`src/rtl/pwm_compare_gen.sv`:
```
// Output-compare PWM generator: double-buffered period/compare/dead time,
// complementary high/low gate drive with dead-time insertion between edges.
module pwm_compare_gen #(
  parameter int CTR_LEN = 9,
  parameter int DT_LEN  = 4
) (
  input  logic               clk,
  input  logic               rst,
  input  logic               enable,
  input  logic [CTR_LEN-1:0] period,
  input  logic [CTR_LEN-1:0] compare,
  input  logic [DT_LEN-1:0]  dead_time,
  input  logic               load,
  output logic               pending,
  output logic               load_ack,
  output logic               cycle_start,
  output logic               pwm_hi,
  output logic               pwm_lo
);

  typedef enum logic [1:0] {
    ST_DEAD = 2'd0,
    ST_HI   = 2'd1,
    ST_LO   = 2'd2
  } state_t;

  logic [CTR_LEN-1:0] ctr;
  logic [CTR_LEN-1:0] act_period;
  logic [CTR_LEN-1:0] act_compare;
  logic [CTR_LEN-1:0] sh_period;
  logic [CTR_LEN-1:0] sh_compare;
  logic [DT_LEN-1:0]  act_dt;
  logic [DT_LEN-1:0]  sh_dt;
  logic [DT_LEN-1:0]  dt_cnt;
  logic [DT_LEN-1:0]  dt_cnt_nxt;
  state_t             state;
  state_t             state_nxt;
  logic               en_q;
  logic               raw;
  logic               raw_q;
  logic               restart;
  logic               wrap;
  logic               transfer;
  logic               hi_nxt;
  logic               lo_nxt;

  function automatic logic [DT_LEN-1:0] sat_dec(input logic [DT_LEN-1:0] v);
    return (v == '0) ? '0 : v - DT_LEN'(1);
  endfunction

  assign wrap     = enable && (ctr == act_period);
  // While disabled there is no period boundary to wait for, so a pending shadow moves at once.
  assign transfer = pending && (wrap || !enable);
  assign raw      = (ctr < act_compare);

  // cycle_start is registered off the wrap so it lands on the ctr==0 cycle together with load_ack.
  always_ff @(posedge clk or posedge rst) begin
    if (rst) begin
      ctr         <= '0;
      act_period  <= '0;
      act_compare <= '0;
      act_dt      <= '0;
      sh_period   <= '0;
      sh_compare  <= '0;
      sh_dt       <= '0;
      pending     <= 1'b0;
      load_ack    <= 1'b0;
      cycle_start <= 1'b0;
    end else begin
      if (!enable || wrap) ctr <= '0;
      else                 ctr <= ctr + 1'b1;
      if (load) begin
        sh_period  <= period;
        sh_compare <= compare;
        sh_dt      <= dead_time;
      end
      if (transfer) begin
        act_period  <= sh_period;
        act_compare <= sh_compare;
        act_dt      <= sh_dt;
      end
      pending     <= load | (pending & ~transfer);
      load_ack    <= transfer;
      cycle_start <= wrap;
    end
  end

  always_ff @(posedge clk or posedge rst) begin
    if (rst) begin
      state  <= ST_DEAD;
      dt_cnt <= '0;
      en_q   <= 1'b0;
      raw_q  <= 1'b0;
      pwm_hi <= 1'b0;
      pwm_lo <= 1'b0;
    end else begin
      state  <= state_nxt;
      dt_cnt <= dt_cnt_nxt;
      en_q   <= enable;
      raw_q  <= raw;
      pwm_hi <= hi_nxt;
      pwm_lo <= lo_nxt;
    end
  end

  // First enabled cycle is treated like an edge of raw so the dead band precedes any drive.
  always_comb begin
    state_nxt  = state;
    dt_cnt_nxt = dt_cnt;
    restart    = 1'b0;
    if (!enable) begin
      state_nxt  = ST_DEAD;
      dt_cnt_nxt = '0;
    end else begin
      case (state)
        ST_HI:   restart = !raw;
        ST_LO:   restart = raw;
        default: restart = (raw != raw_q);
      endcase
      if (!en_q || restart) begin
        if (act_dt == '0) begin
          state_nxt  = raw ? ST_HI : ST_LO;
          dt_cnt_nxt = '0;
        end else begin
          state_nxt  = ST_DEAD;
          dt_cnt_nxt = act_dt;
        end
      end else if (state == ST_DEAD) begin
        if (dt_cnt <= DT_LEN'(1)) begin
          state_nxt  = raw ? ST_HI : ST_LO;
          dt_cnt_nxt = '0;
        end else begin
          dt_cnt_nxt = sat_dec(dt_cnt);
        end
      end
    end
  end

  always_comb begin
    hi_nxt = (state_nxt == ST_HI);
    lo_nxt = (state_nxt == ST_LO);
  end

endmodule

```
`config.mk`:
```
export PLATFORM = sky130hd
export DESIGN_NAME = pwm_compare_gen
export DESIGN_NICKNAME = d
export VERILOG_FILES = /design/src/rtl/pwm_compare_gen.sv
export SDC_FILE = /design/constraint.sdc
export NUM_CORES = 1
export LEC_CHECK = 0
export CAP_MARGIN = 0
export CORE_MARGIN = 3
export CORE_UTILIZATION = 45
export CTS_BUF_LIST = sky130_fd_sc_hd__clkbuf_16
export DETAILED_ROUTE_END_ITERATION = 8
export GPL_ROUTABILITY_DRIVEN = 0
export PLACE_DENSITY = 0.65
export SLEW_MARGIN = 20
export SYNTH_ARGS = -nofsm -noshare
export SYNTH_HDL_FRONTEND = slang
export SYNTH_SLANG_ARGS = --single-unit
```
`constraint.sdc`:
```
create_clock -name clk -period 2.7 [get_ports clk]
set_clock_uncertainty 0.2 [all_clocks]
set_input_delay 0.54 -clock clk [delete_from_list [all_inputs] [get_ports clk]]
set_output_delay 0.54 -clock clk [all_outputs]
set_load 0.1 [all_outputs]
```
==> summary.txt, run 1 <==
Critical path
  – CP max stage delay: 460 ps
  – Crit end category: register
  – Worst Reg-to-Reg Cells: 7
  – Worst Path Buf+Inv: 0
  – RR Endpoint: pwm_hi
  – Most used cell, CP: o211ai_1
  – Setup crit start kind: register
  – Setup CP Type: register to register
  – CP arrival: 2570 ps
  – RR Startpoint: ctr[2]
  – Flop2flop setup slack: 170 ps
  – Required time worst endpoint: 2740 ps
  – Crit-path cells: ha_1 > a211oi_1 > o211ai_1 > a21oi_2 > o211ai_1 > a211o_1 > o22ai_1
  – Worst-path fanout max: 7
  – Critical path's slowest cell: dfrtp_1
  – Worst path top cell family by delay: compound AO/OA/AOI/OAI gates

Power and ir drop
  – Sw Ratio: 25.9%
  – Clock group share of total power: 36.8%
  – NetSw: 0.691 mW
  – Pint: 1.98 mW
  – Flop pwr share: 45.2%
  – Comb pwr share: 18.0%
  – Peak VDD IR: 0.394 mV
  – P_leak: 1.75 nW
  – Power per Cell Area: 713 nW/um2
  – Total power draw: 2.67 mW

Synthesis
  – Yosys cell types: 36
  – Number of synthesized flops with an enable pin: 0
  – Syn avg cell area: 13.0 um2
  – Top post-synthesis cells by count: 66 x dfrtp_1, 25 x mux2_2, 19 x mux2_4
  – Yosys top cell area share: 53.7%
  – Syn nets: 274
  – FF+latch count, synth: 66
  – Gate count of the mapped netlist: 236
  – Dominant cell type by area after synthesis: dfrtp_1
  – Post-Syn Area: 3080 um2
  – Share of synthesized flip-flops with an asynchronous set or reset: 100%
  – Top post-synthesis cells by area: dfrtp_1 54%, mux2_4 9.3%, mux2_2 9.2%
  – Cell with the most instances after synthesis: dfrtp_1
  – Top_reg_cell synth: dfrtp_1
  – Yosys warning count: 0
  – Seq/Total Area, Yosys: 53.7%

Floorplan
  – Die Wd: 88.7 um
  – Ports: 31
  – Site Rows: 29
  – Core box area: 6490 um2
  – Die height: 88.7 um
  – Starting density of the core: 47.4%
  – Die area: 7870 um2

Timing
  – Final Hold Viols: 0
  – Slew Viols, Final: 0
  – Setup violations, final: 0
  – Actual slew at the worst max-slew pin: 522 ps
  – Final min period: 2530 ps
  – Fmax: 395 MHz
  – Rel. slew slack: 65.0%
  – RSZ-0062 raised after global routing: no
  – Final Cycle Share: 93.7%
  – Post-route setup TNS: 0 ps

Status
  – Status: complete, no violations

Min path
  – Hold path start: sh_dt[1]
  – Hold/Removal Path Class: register to register
  – WHS Path Cells: 1
  – End of the worst hold path: sh_dt[1]

Clock network
  – H-Tree Depth: 3
  – Max clock buf depth: 2
  – CTS tree: yes
  – Post-CTS Setup Bufs: 0
  – Root buffer cell: clkbuf_16
  – TritonCTS buffer count: 9
  – # clock sinks: 66
  – Clock slew at reported path FFs: 50 ps
  – Worst-Skew Late Latency: 320 ps
  – Cts hold-fix bufs: 0

Layout
  – Layout cells sized above 1: 26.5%
  – Area Growth Syn to Fin: 21.6%
  – Fillers: 558
  – Register area: 1650 um2
  – Multi-input logic area: 1340 um2
  – Final nets: 316
  – Inserted Diodes: 0

Detailed routing
  – 1st-pass router iterations: 4
  – 1st-iter DRT viols: 43
  – Wire per inst: 14.4 um
  – Final wirelength: 5.18 mm
  – # DRC: 0
  – Detailed-route via count: 1880
  – Via density per instance: 5.22
  – Post-route antenna net violation count: 0

GRT
  – Largest net degree at the start of global routing: 27
  – First-pass GRT wire length: 9.03 mm
  – Total GRT Usage: 15.3%
  – Total grt overflow: 0
  – Vias in the first global route: 1945
  – Initial antenna violation count: 0

Placement
  – Port buffer count: 30
  – Dpl hpwl: 3.70 mm

Run
  – MaxCap Viol Count: 0
[routing by layer]
metal  part of all wire, %  wire length, um  up-vias  global-route usage [%]
li1                      -                -      911                       -
met5                     0                0        -                       0
met1                    50             2570      934                    20.1
met4                   1.7               87        0                    7.01
met3                   3.1              163        8                    4.19
met2                    46             2360       27                    23.5
[layout make-up]
class	count	area share, %
inverter	14	1.40
multi-input combinational	151	35.9
timing repair buffer	36	9.23
tap	77	2.58
clock buffer	9	6.02
sequential	66	44.1
clock inverter	7	0.769
[cells by family (layout without fill, tap and decap cells)]
logic type      count (synthesis)  in the layout  share of synthesized area (%)
simple gates                   51             51                           9.07
xor+xnor                       16             16                           4.55
mux                            50             50                           20.4
fa+ha+maj                      12             12                           4.88
flops                          66             66                           53.7
compound gates                 22             22                           4.64
buf+inv                        19             66                           2.81
[placed cells by master (no fill, tap or decap), types with 3 or more instances in the layout]
cell,instances
nand2b_1,3
o21ai_0,5
buf_4,10
a21oi_1,6
mux2_2,25
mux2i_1,6
ha_1,12
clkinv_1,3
nor2_1,11
nor3_1,3
nor2b_1,3
xnor2_1,5
dfrtp_1,66
inv_1,15
mux2_4,19
nand2_1,12
clkdlybuf4s50_1,25
clkbuf_16,9
nand3_1,6
xor2_1,11
[registers in the layout (all words and copies together) (netlist names)]
signal       flops
sh_period        9
pwm_hi           1
act_period       9
act_compare      9
load_ack         1
sh_dt            4
en_q             1
act_dt           4
cycle_start      1
pending          1
sh_compare       9
dt_cnt           4
raw_q            1
pwm_lo           1
ctr              9
state            2
[power by group through the flow]
stage,clock (mW),combinational [mW],sequential (mW)
2_1_floorplan,0,0.343,1.23
3_3_place_gp,0,0.474,1.22
3_5_place_dp,0,0.484,1.22
4_1_cts,1.01,0.487,1.21
5_1_grt,1.05,0.535,1.22
6_report,0.981,0.480,1.21
[worst max path at each step]
stage / depth (start not counted) / endpoint / startpoint / slack, ps
2_1_floorplan: 1 / act_compare[0] / rst / 310
3_3_place_gp: 7 / pwm_lo / ctr[2] / 310
3_5_place_dp: 7 / pwm_lo / ctr[2] / 180
4_1_cts: 7 / pwm_lo / ctr[2] / 160
5_1_grt: 7 / dt_cnt[0] / ctr[2] / 10
6_report: 7 / pwm_hi / ctr[2] / 170
[timing repair]
item / in CTS / in global routing
gates resized for setup: 0 / 1
setup endpoints to repair: 0 / 3
endpoints found under the hold margin: 0 / 0
[stage by stage]
| stage | utilization [%] | hold WS [ps] | cell area, um2 | setup WS, ps | cells |
|---|---|---|---|---|---|
| 2_1_floorplan | - | 273 | 3080 | 305 | 236 |
| 4_1_cts | 57.6 | 303 | 3740 | 157 | 360 |
| 3_5_place_dp | 53.7 | 291 | 3480 | 179 | 344 |
| 6_report | 57.6 | 298 | 3740 | 169 | 360 |
| 5_1_grt | 57.6 | 316 | 3740 | 14.6 | 360 |
| 3_3_place_gp | 53.7 | 283 | 3480 | 313 | 344 |
Power figures use the tool's default switching activity.
==> inputs of run 2 (changes only) <==
--- a/config.mk
+++ b/config.mk
@@ -11,6 +11,7 @@
 export CTS_BUF_LIST = sky130_fd_sc_hd__clkbuf_16
 export DETAILED_ROUTE_END_ITERATION = 8
 export GPL_ROUTABILITY_DRIVEN = 0
+export MAX_ROUTING_LAYER = met4
 export PLACE_DENSITY = 0.65
 export SLEW_MARGIN = 20
 export SYNTH_ARGS = -nofsm -noshare
==> results of run 2 <==
No change in the layout: final DEF, timing and power equal those of run 1.
Among the figures that moved: via count of the first global-routing pass 1945 -> 1949; overall routing resource usage 15.3% -> 15.8%; violation count after the first detailed-route iteration 43 -> 49
